**src/rtl/hall_meas_pkg.sv**
```systemverilog
// Shared constants for the Hall half-period meter.
// State encodings, count width and the default stall limit.
package hall_meas_pkg;

    localparam int CNT_W = 16;

    localparam logic [CNT_W-1:0] TIMEOUT_DEF = 16'hFFFF;

    localparam logic [0:0] ST_IDLE    = 1'b0;
    localparam logic [0:0] ST_MEASURE = 1'b1;

endpackage

```
**src/rtl/hall_period_meter_edge_sync.sv**
```systemverilog
// Synchronizes an asynchronous level and flags both edges.
// E is high for one cycle whenever the synced level changes.
module edge_sync #(
    parameter int SYNC_STAGES = 2
) (
    input  logic CLK,
    input  logic RST,
    input  logic IN_SIG,
    output logic level,
    output logic E
);

    logic [SYNC_STAGES-1:0] sync_q;
    logic                   hist_q;

    always_ff @(posedge CLK or posedge RST) begin
        if (RST) begin
            sync_q <= '0;
            hist_q <= 1'b0;
        end else begin
            sync_q <= {sync_q[SYNC_STAGES-2:0], IN_SIG};
            hist_q <= sync_q[SYNC_STAGES-1];
        end
    end

    assign level = sync_q[SYNC_STAGES-1];
    assign E     = level ^ hist_q;

endmodule

```
**src/rtl/hall_period_meter.sv**
```systemverilog
// Half-period meter: counts CLK cycles between edges of IN_SIG.
// Define HALL_PERIOD_AVG_EN to average consecutive half-periods.
module hall_period_meter
    import hall_meas_pkg::*;
#(
    parameter int               SYNC_STAGES = 2,
    parameter logic [CNT_W-1:0] TIMEOUT     = TIMEOUT_DEF
) (
    input  logic             CLK,
    input  logic             RST,
    input  logic             IN_SIG,
    output logic [CNT_W-1:0] OUT_HALF,
    output logic             OUT_VALID,
    output logic             OUT_LEVEL,
    output logic             OUT_TIMEOUT
);

    logic             sync_lvl;
    logic             edge_det;
    logic [0:0]       state_q, state_d;
    logic [CNT_W-1:0] cnt_q, cnt_d;
    logic [CNT_W-1:0] half_q, half_d;
    logic             valid_q, valid_d;
    logic             level_q, level_d;
    logic             tmo_q, tmo_d;

    edge_sync #(
        .SYNC_STAGES(SYNC_STAGES)
    ) u_sync (
        .CLK   (CLK),
        .RST   (RST),
        .IN_SIG(IN_SIG),
        .level (sync_lvl),
        .E     (edge_det)
    );

`ifdef HALL_PERIOD_AVG_EN
    logic [CNT_W-1:0] prev_q, prev_d;
    logic             have_q, have_d;
    logic [CNT_W:0]   sum;

    assign sum = {1'b0, prev_q} + {1'b0, cnt_q};

    always_ff @(posedge CLK or posedge RST) begin
        if (RST) begin
            prev_q <= '0;
            have_q <= 1'b0;
        end else begin
            prev_q <= prev_d;
            have_q <= have_d;
        end
    end
`endif

    always_comb begin
        state_d = state_q;
        cnt_d   = cnt_q;
        half_d  = half_q;
        valid_d = 1'b0;
        level_d = level_q;
        tmo_d   = tmo_q;
`ifdef HALL_PERIOD_AVG_EN
        prev_d  = prev_q;
        have_d  = have_q;
`endif
        unique case (state_q)
            ST_IDLE: begin
                cnt_d = '0;
                if (edge_det) begin
                    state_d = ST_MEASURE;
                end
            end
            default: begin
                // An edge coinciding with the stall limit still reports
                if (edge_det) begin
                    cnt_d = '0;
`ifdef HALL_PERIOD_AVG_EN
                    prev_d = cnt_q;
                    have_d = 1'b1;
                    if (have_q) begin
                        half_d  = sum[CNT_W:1];
                        valid_d = 1'b1;
                        level_d = sync_lvl;
                        tmo_d   = 1'b0;
                    end
`else
                    half_d  = cnt_q;
                    valid_d = 1'b1;
                    level_d = sync_lvl;
                    tmo_d   = 1'b0;
`endif
                end else if (cnt_q == TIMEOUT - 16'd1) begin
                    cnt_d   = '0;
                    tmo_d   = 1'b1;
                    state_d = ST_IDLE;
`ifdef HALL_PERIOD_AVG_EN
                    have_d  = 1'b0;
`endif
                end else begin
                    cnt_d = cnt_q + 16'd1;
                end
            end
        endcase
    end

    always_ff @(posedge CLK or posedge RST) begin
        if (RST) begin
            state_q <= ST_IDLE;
            cnt_q   <= '0;
            half_q  <= '0;
            valid_q <= 1'b0;
            level_q <= 1'b0;
            tmo_q   <= 1'b0;
        end else begin
            state_q <= state_d;
            cnt_q   <= cnt_d;
            half_q  <= half_d;
            valid_q <= valid_d;
            level_q <= level_d;
            tmo_q   <= tmo_d;
        end
    end

    assign OUT_HALF    = half_q;
    assign OUT_VALID   = valid_q;
    assign OUT_LEVEL   = level_q;
    assign OUT_TIMEOUT = tmo_q;

endmodule

```
**config.mk**
```make
export PLATFORM = sky130hd
export DESIGN_NAME = hall_period_meter
export DESIGN_NICKNAME = d
export VERILOG_FILES = /design/src/rtl/hall_meas_pkg.sv /design/src/rtl/hall_period_meter_edge_sync.sv /design/src/rtl/hall_period_meter.sv
export SDC_FILE = /design/constraint.sdc
export NUM_CORES = 1
export LEC_CHECK = 0
export ABC_AREA = 1
export CAP_MARGIN = 20
export CELL_PAD_IN_SITES_DETAIL_PLACEMENT = 0
export CELL_PAD_IN_SITES_GLOBAL_PLACEMENT = 1
export CORE_MARGIN = 8
export CORE_UTILIZATION = 36
export DETAILED_ROUTE_END_ITERATION = 8
export GPL_TIMING_DRIVEN = 0
export PLACE_DENSITY_LB_ADDON = 0.1
export SYNTH_ARGS = -nofsm -noshare
export SYNTH_HDL_FRONTEND = slang
export SYNTH_HIERARCHICAL = 1
export SYNTH_SLANG_ARGS = --single-unit
export TNS_END_PERCENT = 50
```
**constraint.sdc**
```tcl
create_clock -name CLK -period 1.45 [get_ports CLK]
set_clock_uncertainty 0.1 [all_clocks]
set_input_delay 0.2175 -clock CLK [delete_from_list [all_inputs] [get_ports CLK]]
set_output_delay 0.2175 -clock CLK [all_outputs]
set_load 0.1 [all_outputs]
```
After elaboration in Yosys (flattened, before gate mapping)
Index checks and enable logic that the tools add are counted.
{"block": "word_totals", "ff_bits": 39, "output_inout_bits": 19, "input_bits": 3}
{"block": "classes", "n_bitwise": 1, "muxes": 10, "reduce_logical": 3, "add_sub_neg": 1, "eq_ne": 1}
{"operator": "two-way mux 16 bit", "count": 3}
{"operator": "adder 16 x 1 -> 16 bit, second input constant", "count": 1}
{"operator": "equality test 16 bit, second input constant", "count": 1}
{"operator": "two-way mux 1 bit", "count": 7}
{"operator": "AND reduction 2 bit", "count": 2}
{"operator": "nonzero test 2 bit", "count": 1}
{"operator": "bitwise XOR 1 bit", "count": 1}

Logic depth before layout (Yosys ltp)
Gate-level depths: netlist of run 1.
{"block": "depth", "depth_word": 4, "depth_mapped": 8}

By module
The synthesis of run 1 kept the hierarchy.
{"mod": "hall_period_meter", "n_inst": 1, "cells_each": 195, "area_each_um2": 1627.8, "seq_area_each_um2": 900.9}
{"mod": "edge_sync", "n_inst": 1, "cells_each": 9, "area_each_um2": 97.6, "seq_area_each_um2": 75.1}

Least setup slack after synthesis of run 1
Ideal clock, no wire load.
{"block": "synth_path", "kind": "reg2reg", "startpoint": "register cnt_q[0]", "endpoint": "register cnt_q[4]", "path_stages_with_launch": 9, "setup_time_ns": 0.121, "period_less_slack_ns": 1.380, "arrival_time_ns": 1.159, "path_slack_ns": 0.070, "cell_sequence": "dfrtp_1 -> inv_1 -> ha_1 -> nand3_1 -> nor2_1 -> nand2_2 -> nand3_4 -> buf_8 -> nor2_1"}
{"block": "synth_between", "elab_chain_cells": 4, "elab_cells_between_ends": 5, "classes_between": "add/sub: 1; eq/ne: 1; mux: 3"}
{"item": "start, declared", "line": "hall_period_meter.sv:21", "text": "logic [CNT_W-1:0] cnt_q, cnt_d;"}
{"item": "start signal, assigned", "line": "hall_period_meter.sv:116", "text": "cnt_q <= cnt_d;"}
{"item": "adder 16 x 1 -> 16 bit or equality test 16 bit (tied branches)", "line": "hall_period_meter.sv:100, hall_period_meter.sv:92"}
{"item": "two-way mux 16 bit (*)", "line": "hall_period_meter.sv:92", "text": "end else if (cnt_q == TIMEOUT - 16'd1) begin"}
{"item": "two-way mux 16 bit (*)", "line": "hall_period_meter.sv:75", "text": "if (edge_det) begin"}
{"item": "two-way mux 16 bit (*)", "line": "hall_period_meter.sv:66", "text": "unique case (state_q)"}
{"item": "via cnt_d[4]", "line": "hall_period_meter.sv:21"}
The timed path passes the listed nets; every way through them passes the cells marked *.
A chain may end at the register's enable or synchronous reset.

Worst setup path after layout of run 1
{"block": "layout_path", "startpoint": "register cnt_q[0]", "endpoint": "register cnt_q[6]"}
The elaborated chain is that of the path after synthesis.

==> impl_results.md, run 1 <==
- Hold Vio Cnt, Final: 0
- Hold-fix buffers at CTS: 0
- Count of state elements after synthesis: 39
- Startpoint Class: flop
- Max IR drop VDD: 817.2 uV
- Final period utilization: 102.8%
- Synth Instances: 204
- Combinational power share: 18.1%
- Register area share after synthesis: 56.56%
- CTS root buf: clkbuf_8
- RSZ-0062 raised after global routing: true
- Setup Total Neg Slack: -0.2511 ns
- Hold Crit Class: in -> async
- Synth warnings: 6
- Crit. End Element: flop
- Vias: 1,393
- Syn nets: 209
- Most frequent CP cell: nand3_4
- Largest family of logic cells by synthesized area: simple AND/OR/NAND/NOR gates
- Fillcell total: 463
- TritonRoute pass-1 iters: 4
- Data arrival, critical path: 1.56 ns
- Finished Layout Cells: 292
- Max clock buf depth: 2
- CTS H-tree lvls: 2
- Mux share of post-synthesis cell area: 0%
- WS Path Type: reg -> reg
- Antenna-violating nets left: 0
- Sw Pwr: 691.1 uW
- Die Area: 7264 sq um
- PortBufs: 21
- Chip width: 85.23 um
- I/O pins: 22
- Starting density of the core: 37.02%
- Final HPWL DP: 2860 um
- Layout area overhead: 24.87%
- CP max-delay cell: dfrtp_2
- Vias/cell: 4.771
- Max Cap Viol: 0
- Number of clock sinks: 39
- Number of flops mapped to enable cells by yosys: 0
- Slowest stage delay, CP: 0.45 ns
- Ys async rst share: 100.0%
- CTS tree: done
- Post-synthesis cell area: 1725 sq um
- First-pass GRT wire length: 6824 um
- Vias in the first global route: 1,435
- XOR/XNOR Fraction of Synth Area: 3.046%
- Int Power: 1559 uW
- Gpl congestion: 0.8258
- Clock share of power: 29.7%
- Sequential cell area: 979.7 sq um
- Cell count after placement: 279
- Min cycle time layout: 1.490 ns
- Compound-cell area share of the yosys netlist: 5.511%
- # rows: 25
- Avg Cell Area, Syn: 8.458 sq um
- Failing checks: negative setup slack
- Antenna cell count: 0
- Switch share: 30.72%
- Pwr/cell area: 1044 nW/um^2
- Leak: 0.001026 uW
- DIE HEIGHT: 85.23 um
- DRT iter0 DRCs: 87
- GRT Residual Overflow: 0
- Wire per inst: 13.62 um
- Worst Max-Slew Pin Slew: 0.7483 ns
- Worst skew pair latency: 0.29 ns
- Unique masters post-synth: 18
- CP max FO: 6
- Final worst setup slack: -0.04038 ns
- CTS Buf Count: 5
- Simple-Gate Fraction of Synth Area: 26.18%
- Fmax: 671.0 MHz
- Final setup vio count: 13
- Sequential power share: 52.2%
- Number of remaining DRC errors: 0
- Required @ worst endpoint: 1.52 ns
- Core Region: 4661 sq um
- Routed wire length: 3978 um
- Critical Path, Cell by Cell: inv_2 -> ha_4 -> nand3_4 -> nor2_4 -> nand2_2 -> nand3_4 -> clkbuf_16 -> nor2_2
- Final Max Tran Viols: 0
- Slew HR: 50.04%
- Global Route Usage Sum: 12.01%
- Final nets: 244
- Status: complete, but fails checks
- Clock transition at the registers of the reported paths: 0.07 ns
- Reg2Reg Setup Slack: -0.04 ns
- Area share of fa/ha/maj cells after synthesis: 1.450%
- Largest net degree at the start of global routing: 37
- Initial antenna violation count: 0
- Footprint of the multi-input gates: 719.4 sq um
- Synth Flop Type: dfrtp_1
- Layout cells sized above 1: 27.31%
## metal layers
| metal | GRT usage [%] | up-vias | wire length, um |
|---|---|---|---|
| met5 | 0 | - | 0 |
| li1 | - | 696 | - |
| met1 | 13.56 | 673 | 1776 |
| met3 | 3.861 | 7 | 143 |
| met4 | 3.883 | 0 | 57 |
| met2 | 20.81 | 17 | 2001 |
## critical path, delay by kind of cell, from the launching register on
family	cells	cell delay, ns
DFF	1	0.45
and+or+nand+nor	5	0.42
buffers and inverters	2	0.26
adders and majority gates	1	0.13
## layout make-up
cell class,count,area share (%)
clock buffer,6,3.368
buffer,4,1.510
sequential,39,45.47
multi-input combinational,135,33.39
inverter,26,4.530
tap,54,3.136
timing repair buffer,28,8.595
## worst paths after layout
check                              endpoint  cells past startpoint             start
max                                cnt_q[6]                      8          cnt_q[0]
min                        u_sync/sync_q[1]                      2               RST
max reg2reg                        cnt_q[6]                      8          cnt_q[0]
min reg2reg                u_sync/sync_q[1]                      0  u_sync/sync_q[0]
max in group asynchronous          cnt_q[0]                      2               RST
min in group CLK           u_sync/sync_q[0]                      1            IN_SIG
## sequential cells by signal (all words and copies together) (netlist names)
name           flops
state_q            1
u_sync/sync_q      2
OUT_LEVEL          1
OUT_VALID          1
OUT_HALF          16
cnt_q             16
OUT_TIMEOUT        1
u_sync/hist_q      1
## cell usage in the layout, fill, tap and decap left out, types with 3 or more instances in the layout
| cell type | instances |
|---|---|
| inv_2 | 4 |
| dfrtp_2 | 3 |
| inv_1 | 22 |
| nor2_4 | 4 |
| buf_2 | 19 |
| clkbuf_8 | 5 |
| nor2_2 | 10 |
| xor2_1 | 5 |
| nand3_1 | 6 |
| dfrtp_1 | 36 |
| o21ai_0 | 18 |
| nand2_2 | 4 |
| buf_4 | 7 |
| nand2_1 | 61 |
| nand4_1 | 4 |
| nor2_1 | 16 |
## cells in the mapped netlist (2+ instances only)
| library cell | count | area [sq um] |
|---|---|---|
| nor2_1 | 28 | 105.1 |
| nand2_2 | 3 | 18.77 |
| dfrtp_1 | 39 | 975.9 |
| nand3_1 | 8 | 40.04 |
| ha_1 | 2 | 25.02 |
| nand2_1 | 62 | 232.7 |
| nor2_2 | 2 | 12.51 |
| clkbuf_1 | 2 | 7.510 |
| inv_1 | 25 | 93.84 |
| xor2_1 | 5 | 43.79 |
| o21ai_0 | 18 | 90.09 |
| nand4_1 | 4 | 25.02 |
## cell families after synthesis
kind of cell | after synthesis
AO/OA/AOI/OAI | 19
XOR/XNOR | 6
adder cells (fa/ha/maj) | 2
buffers and inverters | 30
flip-flops | 39
AND/OR/NAND/NOR | 108
## metrics by stage
stage / total power (uW) / setup slack [ns] / utilization [%] / hold WS (ns) / instance area (sq um)
6_report: 2250 / -0.04038 / 46.23 / 0.04348 / 2155
3_3_place_gp: 1550 / -0.5436 / 42.98 / 0.2417 / 2003
2_1_floorplan: 1453 / 0.07005 / - / -0.1289 / 1725
4_1_cts: 2214 / -0.05194 / 43.06 / 0.04374 / 2007
5_1_grt: 2369 / -0.1110 / 46.23 / 0.07537 / 2155
3_5_place_dp: 1553 / -0.3505 / 42.98 / 0.2484 / 2003
## power groups by stage
stage | Clock, uW | Combinational (uW) | Sequential (uW)
3_3_place_gp | 0 | 363 | 1190
5_1_grt | 745 | 442 | 1180
4_1_cts | 688 | 363 | 1160
2_1_floorplan | 0 | 102 | 1350
6_report | 668 | 408 | 1170
3_5_place_dp | 0 | 364 | 1190
## what timing repair did
item                       CTS  global route
pin swaps                    1             2
resized for setup          101            28
buffers inserted             2             4
gates cloned                 0             1
setup endpoints to repair   33            34
No activity file was read; power rests on OpenSTA's default activity.
==> run 2: changes to the inputs <==
Settings changed: CORE_UTILIZATION 36 to 41, DONT_BUFFER_PORTS set to 1.
==> impl_results.md, run 2 (synthesis gave the netlist of run 1 again) <==
- Status: complete, but fails checks
- Failing checks: negative setup slack
- Min cycle time layout: 1.466 ns
- Data arrival, critical path: 1.55 ns
- First-pass GRT wire length: 6396 um
- Critical Path, Cell by Cell: nand2_1 -> inv_1 -> nand2_2 -> nor2_4 -> nand2_2 -> nand3_4 -> clkbuf_16 -> nor2_1
- Clock transition at the registers of the reported paths: 0.08 ns
- CP max-delay cell: dfrtp_1
- GRT Residual Overflow: 0
- Max IR drop VDD: 901.5 uV
- Critical path buffers and inverters: 2
- Final setup vio count: 6
- Slowest stage delay, CP: 0.43 ns
- Hold Vio Cnt, Final: 0
- Final Max Tran Viols: 0
- Sw Pwr: 722.6 uW
- Max clock buf depth: 2
- Routed wire length: 3876 um
- Fmax: 682.2 MHz
- Setup crit start: cnt_q[11]
- CTS root buf: clkbuf_8
- CTS tree: done
- Gpl congestion: 0.8349
- Required @ worst endpoint: 1.54 ns
- TritonRoute pass-1 iters: 4
- Layout area overhead: 26.32%
- CP max FO: 6
- Worst Max-Slew Pin Slew: 0.8208 ns
- Switch share: 28.76%
- Max Cap Viol: 0
- Vias/cell: 4.865
- Global Route Usage Sum: 12.75%
- # rows: 23
- Slew HR: 45.22%
- Die Area: 6540 sq um
- CP Depth: 8
- Most frequent CP cell: nand2_2
- Wire per inst: 14.09 um
- Final worst setup slack: -0.01576 ns
- Setup Total Neg Slack: -0.05424 ns
- Chip width: 80.87 um
- CTS H-tree lvls: 2
- Worst skew pair latency: 0.29 ns
- RSZ-0062 raised after global routing: true
- Initial antenna violation count: 0
- Commonest non-fill, non-tap cell in the layout: nand2_1
- PortBufs: 0
- Worst r2r src: cnt_q[11]
- Vias: 1,338
- CTS Buf Count: 5
- Layout cells sized above 1: 32.00%
- Fin util: 54.10%
- Combinational power share: 8.6%
- Leak: 0.0009495 uW
- Sequential power share: 53.9%
- Final HPWL DP: 2726 um
- Startpoint Class: flop
- Most frequent cells in the layout: 60 x nand2_1, 23 x inv_1, 22 x dfrtp_2
- Final period utilization: 101.1%
- Vias in the first global route: 1,387
- Starting density of the core: 42.83%
- WHS: 0.1415 ns
- Int Power: 1790 uW
- Core Region: 4029 sq um
- DIE HEIGHT: 80.87 um
- Clock share of power: 37.5%
- Final nets: 229
- Reg2reg path depth: 8
- Tot Pwr: 2513 uW
- CP delay by family, top: simple AND/OR/NAND/NOR gates
- WS Path Type: reg -> reg
- Number of remaining DRC errors: 0
- DRT iter0 DRCs: 43
- Antenna-violating nets left: 0
- Number of clock sinks: 39
- Pwr/cell area: 1153 nW/um^2
- Largest net degree at the start of global routing: 20
- Crit. End Element: flop
- Hold Crit Class: in -> async
- I/O pins: 22
- Antenna cell count: 0
-- run 2: final cells by class --
cell class                 instances  area [sq um]
buffer                             4         32.53
clock buffer                       6         82.58
clock inverter                     2         35.03
fill                             373          1849
inverter                          26         97.59
multi-input combinational        135         721.9
sequential                        39          1003
tap                               50         62.56
timing repair buffer              13         143.9
-- run 2: timing repair --
action | 4_1_cts | 5_1_grt
gates resized for setup | 25 | 33
setup buffers | 6 | 3
endpoints found under the setup margin | 39 | 25
hold buffers | 2 | 0
pin swaps | 2 | 5
gates cloned | 0 | 1
hold endpoints to repair | 22 | 0
-- run 2: worst paths after layout --
check,to,slack [ns]
max,cnt_q[5],-0.02
min,u_sync/sync_q[1],0.14
max reg2reg,cnt_q[5],-0.02
min reg2reg,u_sync/sync_q[1],0.28
max in group asynchronous,OUT_HALF[10],0.23
min in group CLK,u_sync/sync_q[1],0.28
-- run 2: worst register-to-register path, cell delays in order, from the launching register on --
cell	delay, ns
dfrtp_1	0.43
nand2_1	0.11
inv_1	0.08
nand2_2	0.08
nor2_4	0.16
nand2_2	0.09
nand3_4	0.11
clkbuf_16	0.16
nor2_1	0.04
-- run 2: power by group through the flow --
stage	combinational [uW]	sequential (uW)	clock [uW]
after CTS	164	1350	961
after global routing	244	1360	1000
after detailed placement	146	1360	0
after global placement	133	1360	0
final	215	1350	943
after floorplan	102	1350	0
-- run 2: per-layer routing --
metal / vias up / track usage, % / part of all wire [%]
met5: - / 0 / 0
met4: 0 / 7.500 / 2.3
met3: 11 / 3.091 / 4.2
met2: 27 / 20.77 / 48
met1: 633 / 15.00 / 45
li1: 667 / - / -
-- run 2: per-stage QoR --
step / instances / area [sq um] / worst slack, ns
after floorplan: 204 / 1725 / 0.07005
after global placement: 254 / 1788 / -0.09101
after detailed placement: 255 / 1815 / -0.09681
after CTS: 271 / 2034 / -0.03264
after global routing: 275 / 2180 / -0.08161
final: 275 / 2180 / -0.01576
==> run 3: changes to the inputs <==
Settings changed: CAP_MARGIN 20 to 40, SLEW_MARGIN set to 20.
==> impl_results.md, run 3 (synthesis gave the netlist of run 1 again) <==
- GRT Residual Overflow: 0
- Largest net degree at the start of global routing: 37
- R2R Path End: cnt_q[9]
- RSZ-0062 raised after global routing: true
- Clock transition at the registers of the reported paths: 0.07 ns
- Core Region: 4029 sq um
- Critical path buffers and inverters: 2
- Final setup vio count: 14
- CP delay by family, top: flip-flops
- Data arrival, critical path: 1.57 ns
- Commonest non-fill, non-tap cell in the layout: nand2_1
- Cell count after placement: 290
- Worst Max-Slew Pin Slew: 0.4791 ns
- Final Max Tran Viols: 0
- Number of clock sinks: 39
- Antenna-violating nets left: 0
- CP max-delay cell: dfrtp_2
- PortBufs: 0
- Routed wire length: 4465 um
- I/O pins: 22
- Slew HR: 68.15%
- Fmax: 674.2 MHz
- Critical Path, Cell by Cell: inv_2 -> ha_4 -> nand3_4 -> nor2_4 -> nand2_2 -> nand3_4 -> clkbuf_16 -> nor2_1
- Reg2reg path depth: 8
- Worst skew pair latency: 0.29 ns
- Global Route Usage Sum: 14.26%
- Max clock buf depth: 2
- Hold Vio Cnt, Final: 0
- Max Cap Viol: 0
- WS Path Type: reg -> reg
- Number of remaining DRC errors: 0
- Starting density of the core: 42.83%
- Crit. End Element: flop
- Chip width: 80.87 um
- CTS H-tree lvls: 2
- Failing checks: negative setup slack
- Hold Crit Class: in -> async
- Setup Total Neg Slack: -0.3299 ns
- Final nets: 272
- Fin util: 68.26%
- Layout area overhead: 59.39%
- Gpl congestion: 0.8349
- Pwr/cell area: 920.5 nW/um^2
- CTS tree: done
- Tot Pwr: 2532 uW
- First-pass GRT wire length: 7189 um
- Finished Layout Cells: 318
- Final worst setup slack: -0.03335 ns
- Vias: 1,530
- Vias in the first global route: 1,533
- Slowest stage delay, CP: 0.45 ns
- Most frequent CP cell: nand3_4
- Worst r2r src: cnt_q[0]
- CTS root buf: clkbuf_8
- Startpoint Class: flop
- Die Area: 6540 sq um
- Leak: 0.001226 uW
- Required @ worst endpoint: 1.54 ns
- Final period utilization: 102.3%
- Most frequent cells in the layout: 61 x nand2_1, 35 x dfrtp_1, 21 x inv_1
- Reg2Reg Setup Slack: -0.03 ns
- Min cycle time layout: 1.483 ns
- Layout cells sized above 1: 28.73%
- CP max FO: 6
- Wire per inst: 14.04 um
- Antenna cell count: 0
- CTS Buf Count: 5
- # rows: 23
- DIE HEIGHT: 80.87 um
- Status: complete, but fails checks
- DRT iter0 DRCs: 69
- TritonRoute pass-1 iters: 4
- Initial antenna violation count: 0
- Max IR drop VDD: 656.8 uV
- Post-Place Setup Slack: -0.09465 ns
- Vias/cell: 4.811
- Final HPWL DP: 3091 um
## run 3: worst register-to-register path: cells and delay by family (launching register included)
| kind | cells | cell delay [ns] |
|---|---|---|
| DFF | 1 | 0.45 |
| and+or+nand+nor | 5 | 0.45 |
| buffers and inverters | 2 | 0.25 |
| adders and majority gates | 1 | 0.13 |
## run 3: what timing repair did
| item | in CTS | in global routing |
|---|---|---|
| pin swaps | 1 | 2 |
| hold buffers | 2 | 0 |
| cloned | 0 | 1 |
| resized for setup | 12 | 25 |
| endpoints found under the hold margin | 40 | 0 |
| setup buffers | 9 | 7 |
| endpoints found under the setup margin | 27 | 26 |
## run 3: metal layers
metal	global-route usage (%)	wire, um	share of wire (%)	vias up
met5	0	0	0	-
met4	6.607	46	1.0	0
met2	23.98	2444	55	24
met1	16.70	1804	40	745
met3	3.642	169	3.8	6
li1	-	-	-	755
## run 3: final cells by class
type	instances	area, sq um
repair buffers	56	748.2
well taps	50	62.56
clock buffers	8	100.1
inverters	26	101.3
fillers	315	1279
plain buffers	4	36.28
multi-input cells	135	720.7
flip-flops and latches	39	980.9
## run 3: worst max path at each step
stage | start | end | slack (ns) | depth (start not counted)
after floorplan | cnt_q[0] | cnt_q[4] | 0.07 | 8
after global routing | cnt_q[1] | cnt_q[15] | -0.23 | 7
final | cnt_q[0] | cnt_q[9] | -0.03 | 8
after CTS | cnt_q[11] | cnt_q[3] | 0.007 | 8
after detailed placement | cnt_q[0] | cnt_q[3] | -0.09 | 8
after global placement | cnt_q[0] | cnt_q[3] | -0.09 | 8
## run 3: stage by stage
step                hold WS, ns  area (sq um)
global route             0.1593          2750
CTS                      0.1604          2559
finish                   0.1464          2750
detailed placement      -0.1165          2351
global placement        -0.1255          1788
floorplan               -0.1289          1725
## run 3: power by group
part	switching (uW)	internal (uW)
logic	299	232
registers	79.0	1130
clock network	356	434
==> edit 1: new RTL, flow settings as in run 2 <==
The option `HALL_PERIOD_AVG_EN` is turned on by a define.
--- a/src/rtl/hall_period_meter.sv
+++ b/src/rtl/hall_period_meter.sv
@@ -1,5 +1,7 @@
 // Half-period meter: counts CLK cycles between edges of IN_SIG.
 // Define HALL_PERIOD_AVG_EN to average consecutive half-periods.
+`define HALL_PERIOD_AVG_EN
+
 module hall_period_meter
     import hall_meas_pkg::*;
 #(
Formal check against the unedited RTL: not equivalent (Yosys sat finds a counterexample within 10 cycles, from zero or initial values and one cycle with RST high).
==> edit 1 against run 2 <==
The run still ends with negative setup slack left; sequential share of layout area is 12 points lower; worst setup slack worse by 0.30 ns; design area is 92% higher; routed wire length is 95% higher; synthesized area is 85% higher; sequential cell count is 17 higher; power is 43% higher; fmax is 17% lower; clock power is 11% higher; first-iteration DRC count stayed put; largest cell class is now multi-input gates.
==> edit 1: results <==
export IMPL_status="finished with violations"
export IMPL_violations="negative setup slack"
export IMPL_antenna_found_initial=0
export IMPL_async_reset_ff_share_pct=100.0
export IMPL_grt_pass1_wl_mm=12.81
export IMPL_yosysSeqAreaShare_pct=43.94
export IMPL_insertedDiodeCount=0
export IMPL_gp_congestion=0.7906
export IMPL_synth_common_cells="141 x nand2_1, 60 x inv_1, 56 x dfrtp_1"
export IMPL_syn_num_nets=426
export IMPL_drive_gt1_share_pct=37.44
export IMPL_netlist_top_cells_area="dfrtp_1 44%, nand2_1 17%, inv_1 7.1%"
export IMPL_setup_viol=34
export IMPL_fillerInstances=726
export IMPL_cts_root_buf="clkbuf_8"
export IMPL_synth_adder_area_share_pct=7.297
export IMPL_hp_class="primary input to asynchronous set/reset pin"
export IMPL_dpl_cell_area_mm2=0.003391
export IMPL_portBuffers=0
export IMPL_power_leakage_nw=2.018
export IMPL_path_delay_family="simple AND/OR/NAND/NOR gates"
export IMPL_worst_ir_drop_vdd_mv=0.3885
export IMPL_nets=466
export IMPL_yosysWarnings=6
export IMPL_crit_slowest_cell="dfrtp_2"
export IMPL_synth_compound_area_share_pct=4.825
export IMPL_arrival_ns=1.87
export IMPL_clock_path_buffers=2
export IMPL_dr_pass1_iters=4
export IMPL_insertion_delay_ns=0.31
export IMPL_drt_iter0_markers=43
export IMPL_hpwlAfterDp_mm=5.323
export IMPL_cp_max_fo=4
export IMPL_grt_max_degree=37
export IMPL_track_usage_pct=14.41
export IMPL_worstMarginPinSlew_ns=0.4986
export IMPL_ys_types=29
export IMPL_vias=2566
export IMPL_power_switching_mw=1.175
export IMPL_avgRoutedWirePerCell_um=13.78
export IMPL_cts_inserted_buffers=5
export IMPL_cts_max_level=2
export IMPL_clk_pin_slew_worst_paths_ns=0.11
export IMPL_synth_flop_cell="dfrtp_1"
export IMPL_fin_ws_ns=-0.3164
export IMPL_slowest_delay_ns=0.48
export IMPL_yosys_mux_area_fraction_pct=2.825
export IMPL_synthXorXnorAreaFrac_pct=3.570
## edit 1: cell count changes after synthesis, moves of 8 or more
| cell | before | now |
|---|---|---|
| nand2_1 | 62 | 141 |
| mux2_2 | 0 | 8 |
| ha_1 | 2 | 17 |
| a21oi_1 | 1 | 11 |
| dfrtp_1 | 39 | 56 |
| inv_1 | 25 | 60 |
| nand3_1 | 8 | 19 |
## edit 1: cells by family (layout without fill, tap and decap cells)
| group | Yosys count | after routing |
|---|---|---|
| DFF | 56 | 56 |
| xor gates and xnor gates | 13 | 13 |
| and+or+nand+nor | 213 | 213 |
| adders and majority gates | 18 | 18 |
| AOI/OAI and AO/OA | 30 | 30 |
| muxes | 8 | 8 |
| buffers and inverters | 67 | 108 |
## edit 1: area by class of cell
cell class	instances	area share, %
repair buffers	33	6.782
clock inverters	2	0.9262
inverters	61	5.677
well taps	102	3.047
clock buffers	6	1.733
plain buffers	6	1.344
multi-input cells	282	46.13
flip-flops and latches	56	34.36
## edit 1: timing repair
action	in CTS	in global routing
pin swaps	23	22
gates cloned	1	0
setup buffers	20	9
endpoints found under the hold margin	21	0
resized for setup	77	51
endpoints found under the setup margin	66	54
hold buffers	2	0
## edit 1: final timing paths
kind	start	endpoint	slack (ns)	cells after the start
worst max-delay path	cnt_q[1]	OUT_HALF[5]	-0.32	8
worst min-delay path	RST	u_sync/hist_q	0.18	2
worst max register to register	cnt_q[1]	OUT_HALF[5]	-0.32	8
worst min register to register	u_sync/sync_q[0]	u_sync/sync_q[1]	0.27	0
max in group asynchronous	RST	OUT_TIMEOUT	0.43	3
min in group CLK	u_sync/sync_q[0]	u_sync/sync_q[1]	0.27	0
## edit 1: power groups by stage
stage | logic, mW | clock network, mW | registers [mW]
2_1_floorplan | 0.235 | 0 | 2.03
3_3_place_gp | 0.303 | 0 | 2.05
4_1_cts | 0.438 | 1.08 | 2.02
3_5_place_dp | 0.305 | 0 | 2.06
5_1_grt | 0.571 | 1.15 | 2.04
6_report | 0.513 | 1.05 | 2.03
## edit 1: metrics by stage
stage | utilization (%) | TNS [ns] | setup slack, ns | power, mW | cells
floorplan | - | -1.768 | -0.2420 | 2.266 | 405
global placement | 44.08 | -9.224 | -0.4506 | 2.356 | 507
detailed placement | 44.34 | -9.641 | -0.4360 | 2.361 | 508
CTS | 51.65 | -8.345 | -0.2955 | 3.545 | 539
global route | 54.76 | -11.47 | -0.4177 | 3.762 | 548
finish | 54.76 | -7.752 | -0.3164 | 3.595 | 548
## edit 1: metal layers
layer / global-route usage (%) / wire length [um] / up-vias
li1: - / - / 1330
met1: 18.06 / 3586 / 1198
met4: 4.343 / 141 / 0
met3: 3.408 / 219 / 11
met2: 23.97 / 3602 / 27
met5: 0 / 0 / -
==> edit 2: new RTL, flow settings as in run 2 <==
Made on the original files. Remove the register `valid_q`: a continuous assignment takes its place, so the output `OUT_VALID` follows one clock earlier.
--- a/src/rtl/hall_period_meter.sv
+++ b/src/rtl/hall_period_meter.sv
@@ -108,18 +108,18 @@
             state_q <= ST_IDLE;
             cnt_q   <= '0;
             half_q  <= '0;
-            valid_q <= 1'b0;
             level_q <= 1'b0;
             tmo_q   <= 1'b0;
         end else begin
             state_q <= state_d;
             cnt_q   <= cnt_d;
             half_q  <= half_d;
-            valid_q <= valid_d;
             level_q <= level_d;
             tmo_q   <= tmo_d;
         end
     end
+
+    assign valid_q = valid_d;
 
     assign OUT_HALF    = half_q;
     assign OUT_VALID   = valid_q;
Function: changed (a bounded check fails within 4 cycles, from zero or initial values and one cycle with RST high).
==> edit 2 against run 2 <==
The flow still finishes with violations (negative setup slack); sequential cell count decreased by 1; worst setup slack lost 0.39 ns; synthesized area is 1.5% lower; routed wire length grew 9.2%; power is 0.69% higher; die area down 1.2%; design area increased by 8.1%; critical path depth decreased by 2; first-iteration DRC count did not move.
==> edit 2: results <==
export IMPL_setup_viol=19
export IMPL_track_usage_pct=14.52
export IMPL_rrSetupSlack_ns=-0.29
export IMPL_cp_max_fo=7
export IMPL_nets=238
export IMPL_clk_pin_slew_worst_paths_ns=0.07
export IMPL_cts_setup_buffers=13
export IMPL_r2r_start="u_sync/sync_q[1]"
export IMPL_status="finished with violations"
export IMPL_syn_to_final_growth_pct=38.56
export IMPL_r2r_end="OUT_LEVEL"
export IMPL_yosysSeqAreaShare_pct=55.92
export IMPL_syn_num_nets=208
export IMPL_dpl_cell_area_mm2=0.001803
export IMPL_async_reset_ff_share_pct=100.0
export IMPL_post_cts_resized=46
export IMPL_path_class="flop to primary output"
export IMPL_cts_inserted_buffers=5
export IMPL_synthXorXnorAreaFrac_pct=3.091
export IMPL_hpwlAfterDp_mm=2.787
export IMPL_antenna_found_initial=0
export IMPL_instances_no_fill=284
export IMPL_met3_usage_pct=4.464
export IMPL_via_per_inst=4.933
export IMPL_drive_gt1_share_pct=38.89
export IMPL_p_sw_share_pct=29.98
export IMPL_crit_end="OUT_VALID"
export IMPL_dp_cells=254
export IMPL_power_leakage_nw=0.9827
export IMPL_use_met2_pct=22.45
export IMPL_p_clk_uw=895
export IMPL_drt_iter0_markers=43
export IMPL_fillerInstances=349
export IMPL_synth_compound_area_share_pct=5.592
export IMPL_clock_path_buffers=2
export IMPL_syn_inst=203
export IMPL_gp_congestion=0.8080
export IMPL_violations="negative setup slack"
export IMPL_synth_common_cells="62 x nand2_1, 38 x dfrtp_1, 28 x nor2_1"
export IMPL_grt_max_degree=25
export IMPL_cts_max_level=2
export IMPL_met3_length_um=215
export IMPL_grt_pass1_wl_mm=7.189
export IMPL_slew_headroom_pct=61.07
export IMPL_worst_ir_drop_vdd_mv=0.6358
export IMPL_pwr_share_seq_pct=51.9
export IMPL_netlist_top_cells_area="dfrtp_1 56%, nand2_1 14%, nor2_1 6.2%"
export IMPL_met1_length_mm=1.873
export IMPL_dr_wl_met2_mm=2.035
export IMPL_grt_pass1_vias=1446
export IMPL_fin_ws_ns=-0.4040
export IMPL_insertion_delay_ns=0.30
export IMPL_use_met1_pct=17.78
export IMPL_synth_adder_area_share_pct=1.472
export IMPL_avgRoutedWirePerCell_um=14.90
export IMPL_finalPower_mw=2.530
edit 2: changes by cell type after synthesis:
cell / change
dfrtp_1: -1
edit 2: final cells by class:
class	count	area share, %
plain buffers	4	1.646
clock buffers	7	3.240
clock inverters	1	1.275
inverters	26	4.302
multi-input cells	135	34.52
flip-flops and latches	38	41.53
well taps	50	2.655
repair buffers	23	10.83
edit 2: worst max-delay path, cell delays in order, from the launching register on:
cell        delay [ns]
dfrtp_1           0.40
inv_1             0.05
nand2_1           0.07
nand2_2           0.07
nand2_4           0.08
buf_6             0.11
clkinvlp_4        0.46
edit 2: metrics by stage:
| step | hold slack (ns) | TNS, ns | worst slack (ns) |
|---|---|---|---|
| after floorplan | -0.1289 | -1.010 | -0.1783 |
| after global placement | -0.1243 | -4.972 | -0.3390 |
| after detailed placement | -0.1215 | -4.259 | -0.3647 |
| after CTS | 0.1402 | -2.386 | -0.3973 |
| after global routing | 0.1774 | -4.917 | -0.4552 |
| final | 0.1499 | -3.045 | -0.4040 |
